### src/rtl/sorter_scheduler.sv
// Round-robin scheduler sharing one pipelined bitonic sorter between several
// requesters, with a valid/tag sideband pipeline and a credit-protected output FIFO.

module sorter #(
    parameter  int VALUE_BITS = 8,
    parameter  int DEPTH      = 3,
    parameter  int DIRECTION  = 0,
    localparam int SIZE       = 1 << DEPTH,
    localparam int LATENCY    = DEPTH * (DEPTH + 1) / 2
) (
    input  logic                                i_clk,
    input  logic [SIZE-1:0][VALUE_BITS-1:0]     i_data,
    output logic [SIZE-1:0][VALUE_BITS-1:0]     o_data
);

    logic [SIZE-1:0][VALUE_BITS-1:0] w_bus [LATENCY+1];

    assign w_bus[0] = i_data;
    assign o_data   = w_bus[LATENCY];

    // Stage S merges blocks of 2^gk elements using compare distance 2^J; one register per stage.
    for (genvar gk = 1; gk <= DEPTH; gk++) begin : g_k
        for (genvar gj = 0; gj < gk; gj++) begin : g_j
            localparam int S = gk * (gk - 1) / 2 + gj;
            localparam int J = gk - 1 - gj;
            for (genvar gp = 0; gp < SIZE / 2; gp++) begin : g_p
                localparam int LO  = ((gp >> J) << (J + 1)) | (gp & ((1 << J) - 1));
                localparam int HI  = LO + (1 << J);
                localparam bit ASC = ((((LO >> gk) & 1) == 0) == (DIRECTION == 0));
                logic                  w_swap;
                logic [VALUE_BITS-1:0] r_lo;
                logic [VALUE_BITS-1:0] r_hi;

                assign w_swap = ASC ? (w_bus[S][LO] > w_bus[S][HI])
                                    : (w_bus[S][LO] < w_bus[S][HI]);

                // Compare-exchange register; data path carries no reset.
                always_ff @(posedge i_clk) begin
                    r_lo <= w_swap ? w_bus[S][HI] : w_bus[S][LO];
                    r_hi <= w_swap ? w_bus[S][LO] : w_bus[S][HI];
                end

                assign w_bus[S+1][LO] = r_lo;
                assign w_bus[S+1][HI] = r_hi;
            end
        end
    end

endmodule

module sorter_scheduler #(
    parameter  int VALUE_BITS = 8,
    parameter  int DEPTH      = 3,
    parameter  int DIRECTION  = 0,
    parameter  int NUM_REQ    = 2,
    parameter  int FIFO_DEPTH = 8,
    localparam int SIZE       = 1 << DEPTH,
    localparam int LATENCY    = DEPTH * (DEPTH + 1) / 2,
    localparam int ID_BITS    = $clog2(NUM_REQ),
    localparam int CNT_BITS   = $clog2(FIFO_DEPTH + 1)
) (
    input  logic                                         i_clk,
    input  logic                                         i_rst,
    input  logic [NUM_REQ-1:0]                           i_req_valid,
    output logic [NUM_REQ-1:0]                           o_req_ready,
    input  logic [NUM_REQ-1:0][SIZE-1:0][VALUE_BITS-1:0] i_req_data,
    output logic                                         o_out_valid,
    input  logic                                         i_out_ready,
    output logic [SIZE-1:0][VALUE_BITS-1:0]              o_out_data,
    output logic [ID_BITS-1:0]                           o_out_id,
    output logic [CNT_BITS-1:0]                          o_credits_used
);

    localparam int PTR_BITS = (FIFO_DEPTH > 1) ? $clog2(FIFO_DEPTH) : 1;
    localparam int TAG_W    = LATENCY * ID_BITS;

    logic [CNT_BITS-1:0]             r_used;
    logic [ID_BITS-1:0]              r_last;
    logic [LATENCY-1:0]              r_vld;
    logic [TAG_W-1:0]                r_tag;
    logic [PTR_BITS-1:0]             r_wr_ptr;
    logic [PTR_BITS-1:0]             r_rd_ptr;
    logic [CNT_BITS-1:0]             r_count;
    logic [SIZE-1:0][VALUE_BITS-1:0] r_mem_data [FIFO_DEPTH];
    logic [ID_BITS-1:0]              r_mem_id   [FIFO_DEPTH];

    logic                            w_can_issue;
    logic                            w_issue;
    logic                            w_hit;
    logic [ID_BITS-1:0]              w_idx;
    logic [ID_BITS-1:0]              w_gnt;
    logic                            w_pop;
    logic                            w_wr;
    logic [SIZE-1:0][VALUE_BITS-1:0] w_sort_in;
    logic [SIZE-1:0][VALUE_BITS-1:0] w_sort_out;

    // Round-robin search from last+1; the reverse walk lets the nearest hit win.
    always_comb begin
        w_can_issue = !i_rst && (r_used < CNT_BITS'(FIFO_DEPTH));
        w_issue     = 1'b0;
        w_gnt       = '0;
        w_idx       = '0;
        w_hit       = 1'b0;
        for (int off = NUM_REQ; off >= 1; off--) begin
            w_idx   = ID_BITS'((int'(r_last) + off) % NUM_REQ);
            w_hit   = w_can_issue && i_req_valid[w_idx];
            w_gnt   = w_hit ? w_idx : w_gnt;
            w_issue = w_issue | w_hit;
        end
    end

    // One-hot grant back to the selected requester.
    always_comb begin
        o_req_ready = '0;
        if (w_issue) begin
            o_req_ready[w_gnt] = 1'b1;
        end else begin
            o_req_ready = '0;
        end
    end

    assign w_sort_in = w_issue ? i_req_data[w_gnt] : '0;

    sorter #(
        .VALUE_BITS (VALUE_BITS),
        .DEPTH      (DEPTH),
        .DIRECTION  (DIRECTION)
    ) u_sorter (
        .i_clk  (i_clk),
        .i_data (w_sort_in),
        .o_data (w_sort_out)
    );

    assign w_wr        = r_vld[LATENCY-1];
    assign o_out_valid = (r_count != '0);
    assign w_pop       = o_out_valid && i_out_ready;
    assign o_out_data  = o_out_valid ? r_mem_data[r_rd_ptr] : '0;
    assign o_out_id    = o_out_valid ? r_mem_id[r_rd_ptr] : '0;
    assign o_credits_used = r_used;

    // Control state: credits, arbiter pointer, sideband pipeline and FIFO pointers.
    always_ff @(posedge i_clk or posedge i_rst) begin
        if (i_rst) begin
            r_used   <= '0;
            r_last   <= '0;
            r_vld    <= '0;
            r_tag    <= '0;
            r_wr_ptr <= '0;
            r_rd_ptr <= '0;
            r_count  <= '0;
        end else begin
            r_used   <= r_used + CNT_BITS'(w_issue) - CNT_BITS'(w_pop);
            r_last   <= w_issue ? w_gnt : r_last;
            r_vld    <= (r_vld << 1) | LATENCY'(w_issue);
            r_tag    <= (r_tag << ID_BITS) | TAG_W'(w_gnt);
            if (w_wr) begin
                r_wr_ptr <= (r_wr_ptr == PTR_BITS'(FIFO_DEPTH - 1)) ? '0 : r_wr_ptr + PTR_BITS'(1);
            end else begin
                r_wr_ptr <= r_wr_ptr;
            end
            if (w_pop) begin
                r_rd_ptr <= (r_rd_ptr == PTR_BITS'(FIFO_DEPTH - 1)) ? '0 : r_rd_ptr + PTR_BITS'(1);
            end else begin
                r_rd_ptr <= r_rd_ptr;
            end
            r_count  <= r_count + CNT_BITS'(w_wr) - CNT_BITS'(w_pop);
        end
    end

    // FIFO storage; credits guarantee a free slot whenever a sorted frame lands.
    always_ff @(posedge i_clk) begin
        if (w_wr) begin
            r_mem_data[r_wr_ptr] <= w_sort_out;
            r_mem_id[r_wr_ptr]   <= r_tag[TAG_W-1 -: ID_BITS];
        end
    end

endmodule
### config.mk
export PLATFORM = sky130hd
export DESIGN_NAME = sorter_scheduler
export DESIGN_NICKNAME = d
export VERILOG_FILES = /design/src/rtl/sorter_scheduler.sv
export SDC_FILE = /design/constraint.sdc
export NUM_CORES = 1
export LEC_CHECK = 0
export CORE_MARGIN = 10
export CORE_UTILIZATION = 60
export CTS_CLUSTER_SIZE = 14
export DETAILED_ROUTE_END_ITERATION = 10
export PLACE_DENSITY = 0.89
export SYNTH_ARGS = -nofsm -noshare
export SYNTH_HDL_FRONTEND = slang
export SYNTH_SLANG_ARGS = --single-unit
### constraint.sdc
create_clock -name i_clk -period 7.45 [get_ports i_clk]
set_clock_uncertainty 0.05 [all_clocks]
set_input_delay 2.235 -clock i_clk [delete_from_list [all_inputs] [get_ports i_clk]]
set_output_delay 2.235 -clock i_clk [all_outputs]
set_load 0.05 [all_outputs]
==> summary.md, run 1 <==
| Metric | Value |
|---|---|
| Clock-pin slew on the worst setup and hold paths | 0.05 ns |
| Residual overflow from global routing | 0 |
| Root cell of the clock tree | sky130_fd_sc_hd__clkbuf_16 |
| Worst relative slew slack | 25.29% |
| Share of flip-flops with an asynchronous set or reset | 2.900% |
| Leading post-synthesis cells by cell area | sky130_fd_sc_hd__edfxtp_1, sky130_fd_sc_hd__dfxtp_1, sky130_fd_sc_hd__mux4_2 |
| Arrival time of the worst setup path | 4.13 ns |
| Initial Utilization | 60.33% |
| Hold violation total from the final report | 0 |
| Met2 usage in global routing | 40.00% |
| Path type of the worst min-delay path | reg -> reg |
| Worst EP required | 5.16 ns |
| Sum of net half-perimeters after detailed placement | 57,160 um |
| DRC | 0 |
| Sw Share | 37.92% |
| Total Negative Setup Slacks | 0 ns |
| Final #Nets | 3,107 |
| Internal power of the cells | 14,030 uW |
| Core occupancy in the finished layout | 69.39% |
| Flops & latches, synth | 931 |
| TritonCTS clock tree | yes |
| Share of cells above drive strength 1 | 19.58% |
| Xor/xnor share of the synthesized area | 0.1130% |
| DIE AREA | 75,150 um2 |
| Port Buffers | 204 |
| Number of cells produced by synthesis | 2,550 |
| Overall Global Routing Usage | 23.21% |
| Number of warnings reported in the yosys synthesis log | 0 |
| Simple-gate share of the synthesized area | 3.497% |
| Horizontal die dimension | 274.1 um |
| Vias per inst | 5.917 |
| Number of hold buffers added after CTS | 0 |
| Number of antenna violations at the first check in global routing | 2 |
| Cell family contributing the most delay on the critical path | buffers and inverters |
| # H-tree levels | 3 |
| Most common cell after layout, fill and taps aside | sky130_fd_sc_hd__edfxtp_1 |
| Final count of negative-setup-slack endpoints | 0 |
| First-pass GRT wire length | 134,800 um |
| Met3 usage | 4.312% |
| PostCTS Resize Cnt | 0 |
| Worst stage delay on the critical path | 0.80 ns |
| RSZ-0062 raised after global routing | false |
| Cell variety after synth | 53 |
| Most used cells in the layout excluding fill and tap cells | sky130_fd_sc_hd__edfxtp_1, sky130_fd_sc_hd__dfxtp_1, sky130_fd_sc_hd__mux2_2, sky130_fd_sc_hd__inv_1, sky130_fd_sc_hd__clkdlybuf4s50_1 |
| Number of max-cap violations | 0 |
| Critical Setup Path Class | in -> out |
| Sequential cell area fraction in the yosys report | 61.88% |
| Type of element capturing the critical path | output port |
| Chip Height | 274.1 um |
| Critical path's most frequent cell | sky130_fd_sc_hd__clkdlybuf4s50_1 |
| Crit path buffers/inverters | 3 |
| Residual antenna-violating net count after detailed routing | 0 |
| Number of synthesized flops with an enable pin | 520 |
| Minimum clock period after layout | 6.414 ns |
| Power density over the cells | 507.2 nW/um2 |
| Total routed wirelength | 86,220 um |
| Count of antenna diodes in the layout | 0 |
| Boundary pin count | 205 |
| Synthesis-to-finish area growth | 15.01% |
| Dpl cell area | 41,710 um2 |
| First-pass iteration count of the detailed router | 5 |
| Netlist area before placement | 38,750 um2 |
| Syn Area/Cell | 15.20 um2 |
| Placeable core region | 64,230 um2 |
| Nature of the critical path startpoint | primary input |
| Post-synthesis net count | 2,884 |
| Routed length per placed instance | 23.30 um |
| Synthesized-area fraction occupied by ao, oa, aoi and oai cells | 4.475% |
| Layout fillers | 4,095 |
| Library cell occupying the most area in the post-synthesis netlist | sky130_fd_sc_hd__edfxtp_1 |
| Number of buffers created by CTS | 89 |
| Pin count of the biggest net entering global routing | 67 |
| Pins over their slew limit | 0 |
| Share of the cycle needed by the critical path after routing | 86.09% |
| First DRT Iteration DRCs | 1,751 |
| Sequential Power Share | 34.5% |
| Cell row count | 93 |
| Post-route design area | 44,570 um2 |
| Setup fix buffers added after clock tree synthesis | 0 |
| Clock power frac | 19.5% |
| Vias in the first global route | 23.32k |
| Routability congestion estimate from global placement | 0.8954 |
| Hold Slack | 0.2966 ns |
| Largest family of logic cells by synthesized area | multiplexers |
| Slew @ Worst Pin | 1.118 ns |
| Cell leakage power | 0.01746 uW |
| Most congested layer reported by global routing | met2 |
| Max stage delay cell, worst path | sky130_fd_sc_hd__clkdlybuf4s50_1 |
| Worst Path Max Fanout | 6 |
| Number of buffers between clock root and the deepest sink | 3 |
| Part of the total power dissipated in combinational logic | 46.0% |
| Peak supply drop | 263.7 uV |
| Met1 track demand over resource in global routing | 28.23% |
| Area share of the leading cell type in the synthesized netlist | 40.30% |
| Total number of clock tree sinks | 931 |
| Later-pin clock latency in the skew report | 0.64 ns |
| Post-synthesis adder-cell area fraction | 6.529% |
| Share of synthesized area spent on multiplexers | 20.23% |
| Net switching power | 8573 uW |
| Highest clock frequency the design can meet | 0.1559 GHz |
| Status | finished, final reports clean |
| Series of cell instances along the critical path | clkdlybuf4s50_1 -> nor3b_4 -> nand2_2 -> inv_1 -> clkdlybuf4s50_1 |
| Top FF cell, synth | sky130_fd_sc_hd__edfxtp_1 |
| DR vias | 21.89k |
==> registers in the layout (all words and copies together), names as in the netlist, 4 cells and up <==
name,cells
r_tag,6
u_sorter.g_k.g_j.g_p.r_lo,192
r_mem_id,8
u_sorter.g_k.g_j.g_p.r_hi,192
r_count,4
r_mem_data,512
r_vld,6
o_credits_used,4
==> routing by layer <==
metal  part of all wire, %  up-vias
met5                 0.012        -
met4                   3.8        2
met3                   6.2      181
met2                    50      792
met1                    39    10930
li1                      -     9987
==> area by class of cell <==
cell class | count | area (um2) | share of cell area (%)
Clock buffer | 131 | 2577 | 5.783
Clock inverter | 32 | 286.5 | 0.6429
Inverter | 224 | 840.8 | 1.887
Multi-Input combinational cell | 1304 | 13560 | 30.42
Sequential cell | 931 | 23990 | 53.83
Tap cell | 855 | 1070 | 2.400
Timing Repair Buffer | 223 | 2247 | 5.042
==> cell usage after synthesis, types with 3 or more instances <==
library cell,count
sky130_fd_sc_hd__mux2i_1,125
sky130_fd_sc_hd__inv_1,222
sky130_fd_sc_hd__o21ai_2,16
sky130_fd_sc_hd__and3_1,37
sky130_fd_sc_hd__a31oi_1,14
sky130_fd_sc_hd__edfxtp_1,520
sky130_fd_sc_hd__buf_2,38
sky130_fd_sc_hd__nor3_1,7
sky130_fd_sc_hd__a22oi_1,14
sky130_fd_sc_hd__o21ai_1,11
sky130_fd_sc_hd__clkbuf_1,29
sky130_fd_sc_hd__ha_1,199
sky130_fd_sc_hd__mux2_1,86
sky130_fd_sc_hd__nand2_1,20
sky130_fd_sc_hd__o21bai_1,6
sky130_fd_sc_hd__nand4_1,26
sky130_fd_sc_hd__buf_1,15
sky130_fd_sc_hd__a21boi_0,5
sky130_fd_sc_hd__nor2_1,85
sky130_fd_sc_hd__mux2_2,239
sky130_fd_sc_hd__a21o_1,35
sky130_fd_sc_hd__xnor2_1,4
sky130_fd_sc_hd__mux4_2,130
sky130_fd_sc_hd__nand2b_1,12
sky130_fd_sc_hd__and2_1,3
sky130_fd_sc_hd__o21a_1,18
sky130_fd_sc_hd__a21boi_1,41
sky130_fd_sc_hd__a211o_1,4
sky130_fd_sc_hd__a211oi_1,6
sky130_fd_sc_hd__dfxtp_1,384
sky130_fd_sc_hd__o21ai_0,28
sky130_fd_sc_hd__nand3_1,56
sky130_fd_sc_hd__buf_4,7
sky130_fd_sc_hd__nor2b_1,14
sky130_fd_sc_hd__a21oi_1,38
sky130_fd_sc_hd__dfrtp_1,27
==> power by group through the flow <==
stage | Sequential [uW] | Combinational, uW | Clock [uW]
after floorplan | 7360 | 8090 | 0
after global placement | 7780 | 10000 | 0
after detailed placement | 7870 | 10300 | 0
after CTS | 7790 | 10400 | 4470
after global routing | 7920 | 11200 | 4670
final | 7810 | 10400 | 4400
==> stage by stage <==
stage	total power [uW]	std cells	setup slack [ns]
finish	22610	3700	1.036
global route	23780	3700	0.9670
CTS	22690	3700	1.014
detailed placement	18130	3537	0.8544
global placement	17770	3537	1.045
floorplan	15450	2550	1.839
==> final timing paths <==
kind / start / end / slack (ns) / depth (start not counted)
setup / recovery: i_rst / o_req_ready[1] / 1.04 / 5
hold / removal: r_tag[3]$_DFF_PP0_ / r_tag[4]$_DFF_PP0_ / 0.30 / 0
setup reg to reg: o_credits_used[3]$_DFF_PP0_ / u_sorter.g_k[1].g_j[0].g_p[3].r_hi[2]$_DFF_P_ / 3.15 / 11
hold reg to reg: r_tag[3]$_DFF_PP0_ / r_tag[4]$_DFF_PP0_ / 0.30 / 0
max in group asynchronous: i_rst / r_rd_ptr[2]$_DFFE_PP0P_ / 4.27 / 2
min in group asynchronous: i_rst / r_last$_DFFE_PP0P_ / 2.32 / 2
==> cell families (layout without fill, tap and decap cells) <==
family,count (synthesis),in the layout
adder cells (fa/ha/maj),201,201
multiplexers,580,580
AO/OA/AOI/OAI,251,251
AND/OR/NAND/NOR,267,267
flip-flops,931,931
buffers and inverters,315,610
XOR/XNOR,5,5
(Power assumes the default switching activity.)
==> run 2, diff against run 1 <==
- MAX_ROUTING_LAYER: not set -> met4
==> run 2 against run 1 <==
Sequential power up 1%. Largest power group unchanged. Setup slack worse by 0.039 ns. Die area unchanged. Cell count up 0.11%. Final area up 0.38%. Critical path type unchanged. First-iteration DRC count up 7.9%. Core utilization up 0.26 points. Count of clock-buffer cells in the layout up 7. Sequential cell count unchanged. Highest routed layer is now met4.
==> summary.md, run 2 (synthesis results as in run 1) <==
| Metric | Value |
|---|---|
| Dpl cells | 3,538 |
| Port Buffers | 204 |
| Overall Global Routing Usage | 24.88% |
| Total routed wirelength | 89,780 um |
| RSZ-0062 raised after global routing | false |
| Final count of negative-setup-slack endpoints | 0 |
| Path type of the worst min-delay path | reg -> reg |
| R2R depth | 11 |
| Hold violation total from the final report | 0 |
| Peak supply drop | 231.5 uV |
| Clock-pin slew on the worst setup and hold paths | 0.05 ns |
| Number of buffers between clock root and the deepest sink | 3 |
| Share of the cycle needed by the critical path after routing | 86.62% |
| Sum of net half-perimeters after detailed placement | 57,670 um |
| Nature of the critical path startpoint | primary input |
| Cell row count | 93 |
| Share of cells above drive strength 1 | 19.80% |
| Final #Nets | 3,107 |
| Number of antenna violations at the first check in global routing | 1 |
| Critical Setup Path Class | in -> out |
| Net switching power | 8686 uW |
| Arrival time of the worst setup path | 4.17 ns |
| First-pass GRT wire length | 140,000 um |
| Post-route design area | 44,740 um2 |
| DR vias | 22.23k |
| Number of max-cap violations | 0 |
| Most common cell after layout, fill and taps aside | sky130_fd_sc_hd__edfxtp_1 |
| Worst EP required | 5.16 ns |
| Reg2reg start | o_credits_used[3]$_DFF_PP0_ |
| Part of the total power dissipated in combinational logic | 45.3% |
| Pins over their slew limit | 0 |
| Total number of clock tree sinks | 931 |
| Cell leakage power | 0.01755 uW |
| Setup fix buffers added after clock tree synthesis | 0 |
| Power density over the cells | 511.9 nW/um2 |
| Regs by FF count | r_mem_data x512, u_sorter.g_k.g_j.g_p.r_hi x192, u_sorter.g_k.g_j.g_p.r_lo x192 |
| Sequential Power Share | 34.5% |
| Dpl cell area | 41,700 um2 |
| Capturing element of the worst setup path | o_req_ready[1] |
| Slew @ Worst Pin | 1.085 ns |
| Worst relative slew slack | 27.52% |
| Initial Utilization | 60.33% |
| DIE AREA | 75,150 um2 |
| PostCTS Resize Cnt | 0 |
| # H-tree levels | 3 |
| Boundary pin count | 205 |
| Register-to-register setup slack | 3.06 ns |
| TritonCTS clock tree | yes |
| Type of element capturing the critical path | output port |
| Placeable core region | 64,230 um2 |
| Most used cells in the layout excluding fill and tap cells | sky130_fd_sc_hd__edfxtp_1, sky130_fd_sc_hd__dfxtp_1, sky130_fd_sc_hd__mux2_2, sky130_fd_sc_hd__inv_1, sky130_fd_sc_hd__clkdlybuf4s50_1 |
| Synthesis-to-finish area growth | 15.45% |
| Routed length per placed instance | 24.24 um |
| Total Negative Setup Slacks | 0 ns |
| Clock power frac | 20.3% |
| First DRT Iteration DRCs | 1,889 |
| Worst Path Max Fanout | 6 |
| Start point of the critical path | i_rst |
| Max FFs per register | 512 |
| Pin count of the biggest net entering global routing | 62 |
| Number of hold buffers added after CTS | 0 |
| First-pass iteration count of the detailed router | 7 |
| Vias per inst | 6.002 |
| Status | finished, final reports clean |
| Highest clock frequency the design can meet | 0.1550 GHz |
| Sw Share | 37.93% |
| Root cell of the clock tree | sky130_fd_sc_hd__clkbuf_16 |
| Endpoint of the worst register-to-register path | u_sorter.g_k[1].g_j[0].g_p[3].r_hi[5]$_DFF_P_ |
| DRC | 0 |
| Internal power of the cells | 14,210 uW |
| Routability congestion estimate from global placement | 0.9204 |
| Number of buffers created by CTS | 88 |
| Residual overflow from global routing | 0 |
| Residual antenna-violating net count after detailed routing | 0 |
| Minimum clock period after layout | 6.453 ns |
| Horizontal die dimension | 274.1 um |
| Chip Height | 274.1 um |
| Vias in the first global route | 23.54k |
| Register name with the most flops | r_mem_data |
| Later-pin clock latency in the skew report | 0.65 ns |
| Non-filler cells in the finished layout | 3,704 |
==> run 2: worst max-delay path: stages <==
cell and delay (ns):
sky130_fd_sc_hd__clkdlybuf4s50_1 0.53, sky130_fd_sc_hd__nor3b_4 0.36, sky130_fd_sc_hd__nand2_2 0.15, sky130_fd_sc_hd__inv_1 0.08, sky130_fd_sc_hd__clkdlybuf4s50_1 0.80
==> run 2: how the worst min path moves through the flow <==
| stage | cells past startpoint | endpoint | start |
|---|---|---|---|
| floorplan | 0 | r_tag[1]$_DFF_PP0_ | r_tag[0]$_DFF_PP0_ |
| global placement | 0 | r_vld[5]$_DFF_PP0_ | r_vld[4]$_DFF_PP0_ |
| detailed placement | 0 | r_tag[4]$_DFF_PP0_ | r_tag[3]$_DFF_PP0_ |
| CTS | 0 | r_tag[4]$_DFF_PP0_ | r_tag[3]$_DFF_PP0_ |
| global route | 0 | r_vld[5]$_DFF_PP0_ | r_vld[4]$_DFF_PP0_ |
| finish | 0 | r_tag[4]$_DFF_PP0_ | r_tag[3]$_DFF_PP0_ |
==> run 2: metal layers <==
layer / track usage (%) / vias up / part of all wire [%]
met2: 42.74 / 939 / 51
li1: - / 9977 / -
met1: 29.80 / 11140 / 39
met3: 3.650 / 172 / 6.3
met4: 8.502 / 0 / 3.0
met5: - / - / 0
==> run 2: per-stage QoR <==
stage	util [%]	setup slack, ns	hold WS [ns]	total power [uW]
2_1_floorplan	-	1.839	0.2812	15450
3_3_place_gp	64.92	1.049	0.2868	17770
3_5_place_dp	64.92	0.8125	0.2847	18120
4_1_cts	69.65	0.9984	0.2971	22980
5_1_grt	69.65	0.9593	0.3060	24040
6_report	69.65	0.9968	0.2961	22900
==> run 2: final cells by class <==
| class | count | area [um2] |
|---|---|---|
| repair buffers | 224 | 2242 |
| fillers | 4028 | 19490 |
| multi-input cells | 1304 | 13560 |
| flip-flops and latches | 931 | 23990 |
| well taps | 855 | 1070 |
| diodes | 1 | 2.502 |
| clock inverters | 27 | 371.6 |
| clock buffers | 138 | 2664 |
| inverters | 224 | 840.8 |
==> run 2: power groups by stage <==
stage	registers (uW)	logic, uW	clock network (uW)
5_1_grt	8010	11200	4880
2_1_floorplan	7360	8090	0
3_3_place_gp	7850	9920	0
3_5_place_dp	7930	10200	0
4_1_cts	7880	10400	4690
6_report	7890	10400	4640
